## config.mk

```make
export PLATFORM = sky130hd
export DESIGN_NAME = countdown_timer_flat
export DESIGN_NICKNAME = d
export VERILOG_FILES = /design/src/rtl/countdown_timer_if.sv /design/src/rtl/countdown_timer.sv /design/src/flat_wrapper.sv
export SDC_FILE = /design/constraint.sdc
export NUM_CORES = 1
export LEC_CHECK = 0
export ABC_AREA = 1
export BUFFER_PORTS_ARGS = -buffer_cell sky130_fd_sc_hd__buf_4
export CAP_MARGIN = 10
export CORE_MARGIN = 2
export CORE_UTILIZATION = 37
export CTS_CLUSTER_DIAMETER = 200
export DETAILED_ROUTE_END_ITERATION = 8
export SETUP_SLACK_MARGIN = 0.15
export SLEW_MARGIN = 40
export SYNTH_ARGS = -nofsm -noshare
export SYNTH_HDL_FRONTEND = slang
export SYNTH_SLANG_ARGS = --single-unit
```

## constraint.sdc

```tcl
create_clock -name clk -period 4.35 [get_ports clk]
set_input_delay 0.6525 -clock clk [delete_from_list [all_inputs] [get_ports clk]]
set_output_delay 0.6525 -clock clk [all_outputs]
set_load 0.01 [all_outputs]
```

## src/rtl/countdown_timer_if.sv

```systemverilog
// Control and display bundle for the MM:SS countdown timer.
// The master side drives the control pulses and preset; the slave side returns digits and flags.
interface countdown_timer_if;
    logic        load;
    logic [15:0] load_value;
    logic        start;
    logic        pause;
    logic [3:0]  digit_0;
    logic [3:0]  digit_1;
    logic [3:0]  digit_2;
    logic [3:0]  digit_3;
    logic        running;
    logic        done;
    logic        expired;

    modport master (
        output load, load_value, start, pause,
        input  digit_0, digit_1, digit_2, digit_3, running, done, expired
    );

    modport slave (
        input  load, load_value, start, pause,
        output digit_0, digit_1, digit_2, digit_3, running, done, expired
    );
endinterface

```

## src/rtl/countdown_timer.sv

```systemverilog
// Four-digit MM:SS BCD countdown timer with tick prescaler, borrow chain and run-control FSM.
// Digits are registered and feed the seven-segment display path directly.
module countdown_timer #(
    parameter int unsigned FPGA_FREQ = 50_000_000,
    parameter int unsigned TICK_FREQ = 1
) (
    input logic               clk,
    input logic               rst,
    countdown_timer_if.slave  bus
);
    localparam int unsigned DIV = FPGA_FREQ / TICK_FREQ;
    localparam int unsigned PW  = (DIV > 1) ? $clog2(DIV) : 1;
    localparam logic [PW-1:0] PRESC_MAX = PW'(DIV - 1);

    if (DIV < 2) begin : g_bad_div
        $fatal(1, "countdown_timer: FPGA_FREQ/TICK_FREQ must be at least 2");
    end

    typedef enum logic [1:0] {StIdle, StRun, StPause, StDone} state_e;

    state_e        state_q, state_d;
    logic [PW-1:0] presc_q, presc_d;
    logic [3:0]    sec_ones_q, sec_ones_d, sec_tens_q, sec_tens_d;
    logic [3:0]    min_ones_q, min_ones_d, min_tens_q, min_tens_d;
    logic          expired_q, expired_d;

    logic       tick, run_step, count_zero;
    logic [3:0] dec_so, dec_st, dec_mo, dec_mt;
    logic       b0, b1, b2;

    function automatic logic [3:0] clamp(input logic [3:0] d, input logic [3:0] max);
        return (d > max) ? max : d;
    endfunction

    assign tick       = (state_q == StRun) && (presc_q == PRESC_MAX);
    assign count_zero = ({min_tens_q, min_ones_q, sec_tens_q, sec_ones_q} == 16'h0000);

    // Borrow chain: each digit only moves when everything below it wraps.
    always_comb begin
        b0     = (sec_ones_q == 4'd0);
        dec_so = b0 ? 4'd9 : sec_ones_q - 4'd1;
        b1     = b0 && (sec_tens_q == 4'd0);
        dec_st = b0 ? ((sec_tens_q == 4'd0) ? 4'd5 : sec_tens_q - 4'd1) : sec_tens_q;
        b2     = b1 && (min_ones_q == 4'd0);
        dec_mo = b1 ? ((min_ones_q == 4'd0) ? 4'd9 : min_ones_q - 4'd1) : min_ones_q;
        dec_mt = b2 ? min_tens_q - 4'd1 : min_tens_q;
    end

    always_comb begin
        state_d    = state_q;
        presc_d    = presc_q;
        sec_ones_d = sec_ones_q;
        sec_tens_d = sec_tens_q;
        min_ones_d = min_ones_q;
        min_tens_d = min_tens_q;
        expired_d  = 1'b0;
        run_step   = 1'b0;

        if (bus.load) begin
            min_tens_d = clamp(bus.load_value[15:12], 4'd9);
            min_ones_d = clamp(bus.load_value[11:8], 4'd9);
            sec_tens_d = clamp(bus.load_value[7:4], 4'd5);
            sec_ones_d = clamp(bus.load_value[3:0], 4'd9);
            presc_d    = '0;
            state_d    = StIdle;
        end else if (bus.start) begin
            case (state_q)
                StIdle, StPause: begin
                    if (count_zero) begin
                        state_d   = StDone;
                        expired_d = 1'b1;
                    end else begin
                        state_d = StRun;
                    end
                end
                StRun:   run_step = 1'b1;
                default: ;
            endcase
        end else if (bus.pause) begin
            // Pause beats a coincident tick: prescaler and digits hold.
            if (state_q == StRun) state_d = StPause;
        end else if (state_q == StRun) begin
            run_step = 1'b1;
        end

        if (run_step) begin
            presc_d = tick ? '0 : presc_q + PW'(1);
            if (tick) begin
                sec_ones_d = dec_so;
                sec_tens_d = dec_st;
                min_ones_d = dec_mo;
                min_tens_d = dec_mt;
                if ({dec_mt, dec_mo, dec_st, dec_so} == 16'h0000) begin
                    state_d   = StDone;
                    expired_d = 1'b1;
                end
            end
        end
    end

    always_ff @(posedge clk) begin
        if (rst) begin
            state_q    <= StIdle;
            presc_q    <= '0;
            sec_ones_q <= 4'd0;
            sec_tens_q <= 4'd0;
            min_ones_q <= 4'd0;
            min_tens_q <= 4'd0;
            expired_q  <= 1'b0;
        end else begin
            state_q    <= state_d;
            presc_q    <= presc_d;
            sec_ones_q <= sec_ones_d;
            sec_tens_q <= sec_tens_d;
            min_ones_q <= min_ones_d;
            min_tens_q <= min_tens_d;
            expired_q  <= expired_d;
        end
    end

    assign bus.digit_0 = sec_ones_q;
    assign bus.digit_1 = sec_tens_q;
    assign bus.digit_2 = min_ones_q;
    assign bus.digit_3 = min_tens_q;
    assign bus.running = (state_q == StRun);
    assign bus.done    = (state_q == StDone);
    assign bus.expired = expired_q;
endmodule
```

## src/flat_wrapper.sv

```systemverilog
// flat-port wrapper written by rule: the top's interface ports become plain ports
module countdown_timer_flat 
#(
    parameter int unsigned FPGA_FREQ = 50_000_000,
    parameter int unsigned TICK_FREQ = 1
)
  (clk, rst, bus_load, bus_load_value, bus_start, bus_pause, bus_digit_0, bus_digit_1, bus_digit_2, bus_digit_3, bus_running, bus_done, bus_expired);
  countdown_timer_if bus_i ();
  input logic clk;
  input logic rst;
  input wire logic [$bits(bus_i.load)-1:0] bus_load;
  input wire logic [$bits(bus_i.load_value)-1:0] bus_load_value;
  input wire logic [$bits(bus_i.start)-1:0] bus_start;
  input wire logic [$bits(bus_i.pause)-1:0] bus_pause;
  output wire logic [$bits(bus_i.digit_0)-1:0] bus_digit_0;
  output wire logic [$bits(bus_i.digit_1)-1:0] bus_digit_1;
  output wire logic [$bits(bus_i.digit_2)-1:0] bus_digit_2;
  output wire logic [$bits(bus_i.digit_3)-1:0] bus_digit_3;
  output wire logic [$bits(bus_i.running)-1:0] bus_running;
  output wire logic [$bits(bus_i.done)-1:0] bus_done;
  output wire logic [$bits(bus_i.expired)-1:0] bus_expired;
  assign bus_i.load = bus_load;
  assign bus_i.load_value = bus_load_value;
  assign bus_i.start = bus_start;
  assign bus_i.pause = bus_pause;
  assign bus_digit_0 = bus_i.digit_0;
  assign bus_digit_1 = bus_i.digit_1;
  assign bus_digit_2 = bus_i.digit_2;
  assign bus_digit_3 = bus_i.digit_3;
  assign bus_running = bus_i.running;
  assign bus_done = bus_i.done;
  assign bus_expired = bus_i.expired;
  countdown_timer #(.FPGA_FREQ(FPGA_FREQ), .TICK_FREQ(TICK_FREQ)) u_core (.clk(clk), .rst(rst), .bus(bus_i));
endmodule
```

==> results of run 1 <==
[where the power goes]
group / switching, uW / internal (uW)
Sequential: 10.5 / 420
Clock: 148 / 144
Combinational: 89.9 / 55.9
[final timing paths]
check,depth (start not counted),endpoint
setup / recovery,9,u_core.bus.digit_2[2]$_SDFF_PP0_
hold / removal,2,u_core.presc_q[23]$_SDFFE_PP0P_
setup reg to reg,9,u_core.bus.digit_2[2]$_SDFF_PP0_
hold reg to reg,2,u_core.presc_q[23]$_SDFFE_PP0P_
[flip-flops by register name, indices dropped and copies added, names as in the netlist]
register / cells
u_core.bus.digit_0: 4
u_core.bus.digit_1: 4
u_core.bus.digit_2: 4
u_core.bus.digit_3: 4
u_core.bus.expired: 1
u_core.presc_q: 26
u_core.state_q: 2
[synthesized netlist by cell type, drive strengths merged]
master	n
a211oi	6
a21boi	1
a21o	1
a21oi	39
a22oi	3
a31oi	5
a32oi	1
buf	9
clkbuf	7
dfxtp	45
ha	3
inv	70
nand2	128
nand3	37
nand3b	4
nand4	5
nor2	59
nor3	17
nor3b	1
nor4	1
o211ai	1
o21ai	34
o22ai	1
or2	2
xnor2	1
xor2	5
[per-stage QoR]
| stage | hold slack [ns] | power (uW) | instance area, um^2 | setup WS, ns |
|---|---|---|---|---|
| after floorplan | 0.4397 | 537.3 | 3065 | 2.698 |
| after global placement | 0.4536 | 585.5 | 3397 | 2.062 |
| after detailed placement | 0.4551 | 586.9 | 3402 | 2.122 |
| after CTS | 0.4682 | 879.8 | 3503 | 2.313 |
| after global routing | 0.4987 | 912.3 | 3503 | 2.120 |
| final | 0.4644 | 868.4 | 3503 | 2.318 |
[worst max-delay path: stages (launching register included)]
cell and delay (ns):
dfxtp_1 0.40, ha_1 0.24, nand3_2 0.13, nor2_2 0.15
nand3_1 0.12, nor2_4 0.18, nand2_4 0.19, inv_2 0.27
o21ai_0 0.11, a21oi_1 0.15
[per-layer routing]
metal  vias to the layer above  GRT usage
li1                       1628          -
met1                      1335     0.2369
met2                        37     0.2991
met3                         5    0.02688
met4                         0    0.02899
met5                         -          0
[cell type report]
| class | instances | share of cell area |
|---|---|---|
| tap | 105 | 0.03750 |
| multi-input combinational | 355 | 0.5179 |
| clock buffer | 7 | 0.02750 |
| sequential | 45 | 0.2571 |
| timing repair buffer | 39 | 0.08357 |
| inverter | 70 | 0.07500 |
| clock inverter | 1 | 0.001429 |
[cell families after synthesis]
logic type,count (synthesis),share of synthesized area
buffers and inverters,86,0.1159
DFF,45,0.2939
adders and majority gates,3,0.01225
xor gates and xnor gates,6,0.01714
and+or+nand+nor,254,0.3857
AOI/OAI and AO/OA,92,0.1751
==> impl_metrics.csv, run 1 <==
group,metric,value,unit
cts,cts_inserted_buffers,5,
setup_path,endpoint_kind,"flop",
floorplanning,ios,40,
global_routing,antenna_found_initial,0,
setup_path,worst_ep_arrival_time,2.26,ns
synth,ys_seq_elements,45,
timing,grt_setup_unrepaired,"no",
cts,cts_num_sinks,45,
synth,synth_nets,510,
floorplanning,die_x,95.02,um
routing,antenna_left,0,
global_routing,grt_pass1_vias,2817,
cts,h-tree-depth,2,
timing,finalHoldViolCount,0,
routing,wl_met1,3628,um
placed_design,place_congestion,0.8450,
routing,drc,0,
final_layout,regArea,900.9,um^2
floorplanning,initial_core_util,0.3769,
cts,post_cts_buffers,0,
routing,top_layer_used,"met4",
final_layout,nNetsFinal,540,
synth,synth_top_cell_area_share,0.2939,
setup_path,r2r-start,"u_core.presc_q[1]$_SDFFE_PP0P_",
pwr,ir_worst_vdd,0.1472,mV
synth,synthTopCellsByArea,"dfxtp_1 29%, nand2_1 15%, inv_1 8.1%, a21oi_1 6.2%, nor2_1 5.6%",
timing,max_freq,492.1,MHz
synth,yosysWarnings,0,
final_layout,fin_cells,622,
final_layout,multi_input_area,1814,um^2
synth,yosysTopAreaCell,"dfxtp_1",
timing,clock_skew,0.005650,ns
floorplanning,fp.coreArea,8134,um^2
routing,drt_wl_total,7440,um
pwr,pwr_density_cell,247.9,nW/um^2
min_path,hp-class,"reg -> reg",
cts,clk_pin_slew,0.09,ns
floorplanning,dieHeight,95.02,um
placed_design,port_buffers,39,
cts,hold_buffers,0,
synth,ys_types,43,
placed_design,dp_hpwl,5436,um
global_routing,globalRouteTotalUtil,0.1749,
setup_path,startpoint_type,"flop",
synth,yosysSeqAreaShare,0.2939,
cts,clock_latency,0.30,ns
timing,setup_tns,0,ns
timing,max-slew-margin-rel,0.5198,
final_layout,final_common_cell,"nand2_1",
cts,cts_max_path_buffers,2,
setup_path,cp.required,4.58,ns
outcome,run_status,"complete, no violations",
global_routing,grt_overflow,0,
final_layout,mostFrequentLayoutCells,"119 x nand2_1, 66 x inv_1, 46 x nor2_1, 45 x dfxtp_1, 39 x buf_4",
routing,first_pass_iters,4,
setup_path,crit_type,"reg -> reg",
final_layout,post-route-util,0.4307,
routing,via_per_inst,4.831,
placed_design,place_inst,614,
routing,wire_per_inst,11.96,um
timing,post-route-period-util,0.4672,
timing,setup_viol,0,
final_layout,syn_to_final_growth,14.29,%
cts,cts_tree,"done",
job,cap_violations,0,
final_layout,diodes,0,
timing,drv_slew,0,
cts,cts_resized,0,
timing,fin_crit,2.032,ns
routing,drt_iter0_markers,148,
min_path,holdCritStartpoint,"u_core.presc_q[23]$_SDFFE_PP0P_",
routing,vias,3005,
global_routing,grt_start_max_net_pins,27,
setup_path,crit_start,"u_core.presc_q[1]$_SDFFE_PP0P_",
timing,worst_slew_pin_slew,0.7195,ns
pwr,p_leak,0.001538,uW
setup_path,cp_max_fo,21,
synth,syn_area_per_cell,6.307,um^2
synth,postSynthCellCount,486,
routing,wl_met3,221,um
routing,wl_met2,3543,um
final_layout,fillers,864,
floorplanning,rows,33,
final_layout,drive_gt1_frac,0.1702,
setup_path,r2r_slack,2.32,ns
synth,syn_area,3065,um^2
cts,cts-root-buf,"clkbuf_8",
global_routing,grt_pass1_wl,12800,um
floorplanning,dieArea,9029,um^2
(Power assumes the default switching activity.)
==> run 2, diff against run 1 <==
ABC_AREA = 0   (was 1)
clock period = 1.9 ns   (was 4.35 ns; I/O delays follow)
==> run 2 against run 1 <==
- the flow now finishes with violations (setup timing)
- hold slack got worse by 0.25 ns
- fmax is 5.9% lower
- count of clock-buffer cells in the layout down 1
- critical path depth is 4 lower
- die area decreased by 18%
- sequential power increased by 130%
- non-clock buffer count increased by 82
- clock skew grew 0.012 ns
- via count shrank 2.9%
- power grew 130%
- cell count shrank 17%
- critical endpoint is now u_core.bus.expired$_SDFF_PP0_
==> impl_metrics.csv, run 2 <==
group,metric,value,unit
cts,hold_buffers,0,
placed_design,place_congestion,0.8198,
setup_path,crit_type,"reg -> reg",
setup_path,endpoint_kind,"flop",
placed_design,port_buffers,39,
timing,max-slew-margin-rel,0.6880,
timing,worst_slew_pin_slew,0.4669,ns
global_routing,globalRouteTotalUtil,0.2216,
final_layout,nNetsFinal,460,
pwr,p_comb_frac,0.202,
timing,fin_ws,-0.2602,ns
final_layout,final_common_cell,"buf_4",
pwr,cellInternalPower,1416,uW
floorplanning,initial_core_util,0.3878,
global_routing,grt_start_max_net_pins,24,
timing,clock_skew,0.01740,ns
floorplanning,rows,29,
synth,syn_area_per_cell,7.731,um^2
routing,drt_iter0_markers,225,
pwr,p_leak,0.001657,uW
final_layout,diodes,0,
setup_path,worst_ep_arrival_time,2.40,ns
setup_path,cp_max_fo,2,
synth,postSynthCellCount,324,
routing,via_per_inst,5.679,
synth,syn_area,2505,um^2
min_path,hp-class,"in -> reg",
timing,max_freq,462.9,MHz
final_layout,drive_gt1_frac,0.4805,
synth,ys_seq_elements,45,
global_routing,grt_pass1_wl,13160,um
cts,cts_max_path_buffers,2,
final_layout,regMostFlops,"u_core.presc_q",
routing,first_pass_iters,4,
routing,wire_per_inst,16.42,um
cts,h-tree-depth,2,
cts,clock_latency,0.31,ns
final_layout,fin_cells,514,
pwr,p_switching,551.1,uW
timing,hold_slack,0.2094,ns
cts,cts_inserted_buffers,5,
timing,grt_setup_unrepaired,"yes",
synth,synth-edff-count,0,
routing,drt_wl_total,8439,um
cts,cts_tree,"done",
synth,synth.top_cells.by_count,"45 x dfxtp_1, 33 x nand2_1, 27 x nor2_1, 20 x nand4_1, 20 x o21ai_0",
final_layout,mostFrequentLayoutCells,"104 x buf_4, 32 x nand2_1, 26 x nor2_1, 23 x dfxtp_2, 21 x dfxtp_1",
synth,yosysTopAreaCell,"dfxtp_1",
setup_path,startpoint_type,"flop",
synth,synthTopCellsByArea,"dfxtp_1 36%, nand4_1 5.0%, nand2_1 4.9%, nor2_1 4.0%, o21ai_0 4.0%",
pwr,p_seq_frac,0.498,
synth,synth_nets,348,
pwr,clockPowerShare,0.300,
routing,antenna_left,0,
floorplanning,dieArea,7444,um^2
timing,finalHoldViolCount,0,
synth,yosysWarnings,0,
global_routing,antenna_found_initial,0,
timing,setup_viol,8,
routing,vias,2919,
cts,cts-root-buf,"clkbuf_8",
final_layout,syn_to_final_growth,61.44,%
pwr,pwr_density_cell,486.5,nW/um^2
setup_path,cp.required,2.14,ns
timing,drv_slew,0,
floorplanning,dieHeight,86.28,um
floorplanning,fp.coreArea,6459,um^2
outcome,violations,"setup timing",
synth,synth_top_cell_area_share,0.3596,
routing,drc,0,
floorplanning,die_x,86.28,um
synth,yosysSeqAreaShare,0.3596,
floorplanning,ios,40,
timing,fin_crit,2.160,ns
pwr,ir_worst_vdd,0.2794,mV
cts,clk_pin_slew,0.09,ns
final_layout,largest_reg_flops,26,
synth,ys_types,43,
outcome,run_status,"finished, violations left",
synth,synth-main-ff-cell,"dfxtp_1",
placed_design,place_inst,486,
global_routing,grt_overflow,0,
timing,post-route-period-util,1.137,
job,cap_violations,0,
cts,cts_num_sinks,45,
synth,synth.most_common_cell,"dfxtp_1",
placed_design,dp_hpwl,5391,um
global_routing,grt_pass1_vias,2782,
synth,async_reset_ff_frac,0,
pwr,sw_frac_of_total,0.2801,
final_layout,fillers,546,
## run 2: metrics by stage
step | cell area [um^2] | setup WS, ns | total power, uW | utilization | setup TNS (ns)
6_report | 4044 | -0.2602 | 1967 | 0.6261 | -1.207
5_1_grt | 4044 | -0.3151 | 2062 | 0.6261 | -2.265
4_1_cts | 3707 | -0.2574 | 1946 | 0.5740 | -1.150
3_5_place_dp | 3393 | -0.3055 | 1322 | 0.5254 | -1.550
3_3_place_gp | 3391 | -0.2951 | 1318 | 0.5250 | -1.911
2_1_floorplan | 2616 | -0.2920 | 1171 | - | -1.178
## run 2: kinds of logic after synthesis
logic type / count (synthesis) / synth area share
and+or+nand+nor: 148 / 0.3157
AOI/OAI and AO/OA: 78 / 0.2008
DFF: 45 / 0.3596
buffers and inverters: 34 / 0.05095
xor gates and xnor gates: 12 / 0.04196
muxes: 4 / 0.01598
adders and majority gates: 3 / 0.01499
## run 2: layout make-up
type | instances | area, um^2 | share of cell area
clock buffer | 6 | 72.57 | 0.01795
clock inverter | 2 | 10.01 | 0.002475
inverter | 17 | 63.81 | 0.01578
multi-input combinational | 246 | 1878 | 0.4644
sequential | 45 | 933.4 | 0.2308
tap | 77 | 96.34 | 0.02382
timing repair buffer | 121 | 989.7 | 0.2447
## run 2: power by group through the flow
stage          logic [uW]  clock network [uW]  registers (uW)
3_5_place_dp          320                   0            1000
4_1_cts               366                 600             980
6_report              398                 589             980
3_3_place_gp          317                   0            1000
5_1_grt               432                 646             984
2_1_floorplan         156                   0            1020
## run 2: per-layer routing
layer	GRT usage	routed length [um]	part of all wire
met1	0.3066	3942	0.47
met2	0.3559	4063	0.48
met3	0.03238	346	0.041
met4	0.07244	85	0.010
met5	0	0	0
## run 2: path summary, 6_finish.rpt
| path | from | end | slack (ns) | depth (start not counted) |
|---|---|---|---|---|
| worst max register to register | u_core.bus.digit_2[0]$_SDFF_PP0_ | u_core.bus.expired$_SDFF_PP0_ | -0.26 | 5 |
| worst min-delay path | bus_load_value[3] | u_core.bus.digit_0[1]$_SDFF_PP0_ | 0.21 | 2 |
| worst min register to register | u_core.presc_q[25]$_SDFFE_PP0P_ | u_core.presc_q[25]$_SDFFE_PP0P_ | 0.48 | 2 |
| worst max-delay path | u_core.bus.digit_2[0]$_SDFF_PP0_ | u_core.bus.expired$_SDFF_PP0_ | -0.26 | 5 |
## run 2: worst max-delay path: stages, from the launching register on
cell and delay, ns:
dfxtp_2 0.32, or4_4 0.53, or4_4 0.43, or4_4 0.43, a2111o_1 0.32, o21ai_1 0.08
## run 2: repair_timing
item / in CTS / in global routing
resized for setup: 38 / 72
setup buffers: 9 / 7
endpoints found under the setup margin: 33 / 38
pin swaps: 26 / 27
gates cloned: 1 / 3
==> run 3, diff against run 2 <==
BUFFER_PORTS_ARGS = -buffer_cell sky130_fd_sc_hd__buf_2   (was -buffer_cell sky130_fd_sc_hd__buf_4)
clock period = 1.94 ns   (was 1.9 ns; I/O delays follow)
==> run 3 against run 2 <==
- the run still ends with setup timing left
- count of clock-buffer cells in the layout did not move
- routed wire length rose by 0.39%
- final area rose by 2.2%
- via count rose by 0.58%
- clock power rose by 41%
- sequential share of layout area fell by 0.71 points
- global-route usage rose by 0.21 points
- non-clock buffer count rose by 9
- clock skew fell by 0.0021 ns
==> impl_metrics.csv, run 3 (synthesized netlist as in run 2, its figures left out) <==
group,metric,value,unit
timing,fin_ws,-0.2417,ns
placed_design,dp_hpwl,5334,um
floorplanning,ios,40,
global_routing,grt_overflow,0,
cts,cts_num_sinks,45,
routing,vias,2936,
routing,first_pass_iters,4,
pwr,p_leak,0.001659,uW
global_routing,antenna_found_initial,0,
floorplanning,rows,29,
min_path,hp-class,"in -> reg",
timing,hold_slack,0.2263,ns
timing,grt_setup_unrepaired,"yes",
cts,clock_latency,0.31,ns
global_routing,grt_pass1_vias,2827,
timing,fin_crit,2.182,ns
routing,drt_iter0_markers,107,
timing,setup_tns,-0.9636,ns
cts,hold_buffers,0,
final_layout,largest_reg_flops,26,
cts,cts_max_path_buffers,2,
job,cap_violations,0,
final_layout,regMostFlops,"u_core.presc_q",
timing,max-slew-margin-rel,0.6820,
floorplanning,die_x,86.28,um
floorplanning,dieHeight,86.28,um
routing,wire_per_inst,16.20,um
cts,h-tree-depth,2,
final_layout,post-route-util,0.6401,
global_routing,groute.layer.met3.usage,0.04857,
routing,antenna_left,0,
floorplanning,initial_core_util,0.3878,
outcome,violations,"setup timing",
final_layout,nNetsFinal,469,
cts,clk_pin_slew,0.09,ns
setup_path,startpoint_type,"flop",
pwr,ir_worst_vdd,0.3629,mV
final_layout,final_common_cell,"buf_4",
final_layout,drive_gt1_frac,0.4731,
routing,drc,0,
setup_path,cp.required,2.18,ns
final_layout,fillers,544,
floorplanning,fp.coreArea,6459,um^2
placed_design,port_buffers,39,
cts,cts-root-buf,"clkbuf_8",
timing,setup_viol,7,
floorplanning,dieArea,7444,um^2
timing,post-route-period-util,1.125,
setup_path,endpoint_kind,"flop",
timing,max_freq,458.4,MHz
global_routing,grt_pass1_wl,13230,um
global_routing,grt_busiest_layer,"met2",
cts,cts_tree,"done",
outcome,run_status,"finished, violations left",
placed_design,place_congestion,0.8677,
timing,drv_slew,0,
final_layout,syn_to_final_growth,65.03,%
global_routing,grt_use_met1,0.2909,
global_routing,grt_use_met2,0.3629,
routing,drt_wl_total,8472,um
pwr,pwr_density_cell,528.6,nW/um^2
timing,clock_skew,0.01530,ns
final_layout,mostFrequentLayoutCells,"70 x buf_4, 39 x buf_2, 33 x nand2_1, 28 x dfxtp_1, 26 x nor2_1",
global_routing,globalRouteTotalUtil,0.2237,
global_routing,grt_start_max_net_pins,20,
final_layout,diodes,0,
setup_path,cp_max_fo,2,
setup_path,crit_type,"reg -> reg",
timing,worst_slew_pin_slew,0.4759,ns
cts,cts_inserted_buffers,5,
routing,via_per_inst,5.614,
setup_path,worst_ep_arrival_time,2.42,ns
timing,finalHoldViolCount,0,
## run 3: cell count changes in the layout (fill, tap and decap cells not counted), moves of 3 or more
cell | before | now
nand3_2 | 6 | 3
buf_2 | 0 | 39
buf_6 | 15 | 11
buf_12 | 2 | 5
buf_4 | 104 | 70
nand3_1 | 8 | 11
dfxtp_2 | 23 | 16
dfxtp_1 | 21 | 28
## run 3: layout make-up
cell class	count	area, um^2	area share
multi-input cells	246	1862	0.4504
flip-flops and latches	45	924.6	0.2237
clock buffers	6	93.84	0.02270
repair buffers	130	1055	0.2551
inverters	17	63.81	0.01544
clock inverters	2	38.79	0.009383
well taps	77	96.34	0.02331
## run 3: final timing paths
kind	start	to	slack [ns]	cells past startpoint
hold / removal	bus_load_value[3]	u_core.bus.digit_0[1]$_SDFF_PP0_	0.23	2
hold reg to reg	u_core.presc_q[23]$_SDFFE_PP0P_	u_core.presc_q[23]$_SDFFE_PP0P_	0.45	1
setup reg to reg	u_core.bus.digit_2[0]$_SDFF_PP0_	u_core.bus.expired$_SDFF_PP0_	-0.24	5
setup / recovery	u_core.bus.digit_2[0]$_SDFF_PP0_	u_core.bus.expired$_SDFF_PP0_	-0.24	5
## run 3: per-stage QoR
stage | area, um^2 | cells | total power (uW) | setup WS, ns
3_3_place_gp | 3308 | 487 | 1273 | -0.2565
2_1_floorplan | 2603 | 324 | 1145 | -0.2520
3_5_place_dp | 3311 | 487 | 1277 | -0.2746
5_1_grt | 4134 | 523 | 2260 | -0.2823
6_report | 4134 | 523 | 2185 | -0.2417
4_1_cts | 3815 | 512 | 2165 | -0.2297
## run 3: report_power, final
part | switching, uW | leakage [uW] | internal, uW
Clock | 366 | 0.0000669 | 467
Combinational | 206 | 0.00122 | 188
Sequential | 15.3 | 0.000374 | 943
## run 3: routing by layer
metal,up-vias,routed length (um)
met2,74,4039
met3,18,365
met5,-,0
met1,1400,3874
li1,1444,-
met4,0,193
## run 3: worst max-delay path, cell delays in order (launching register included)
cell,delay [ns]
dfxtp_2,0.33
or4_4,0.53
or4_4,0.44
or4_4,0.43
a2111o_1,0.32
o21ai_1,0.08
## run 3: timing repair
item | CTS | global route
setup endpoints to repair | 31 | 38
resized for setup | 49 | 47
pin swaps | 33 | 39
setup buffers | 14 | 10
gates cloned | 3 | 1
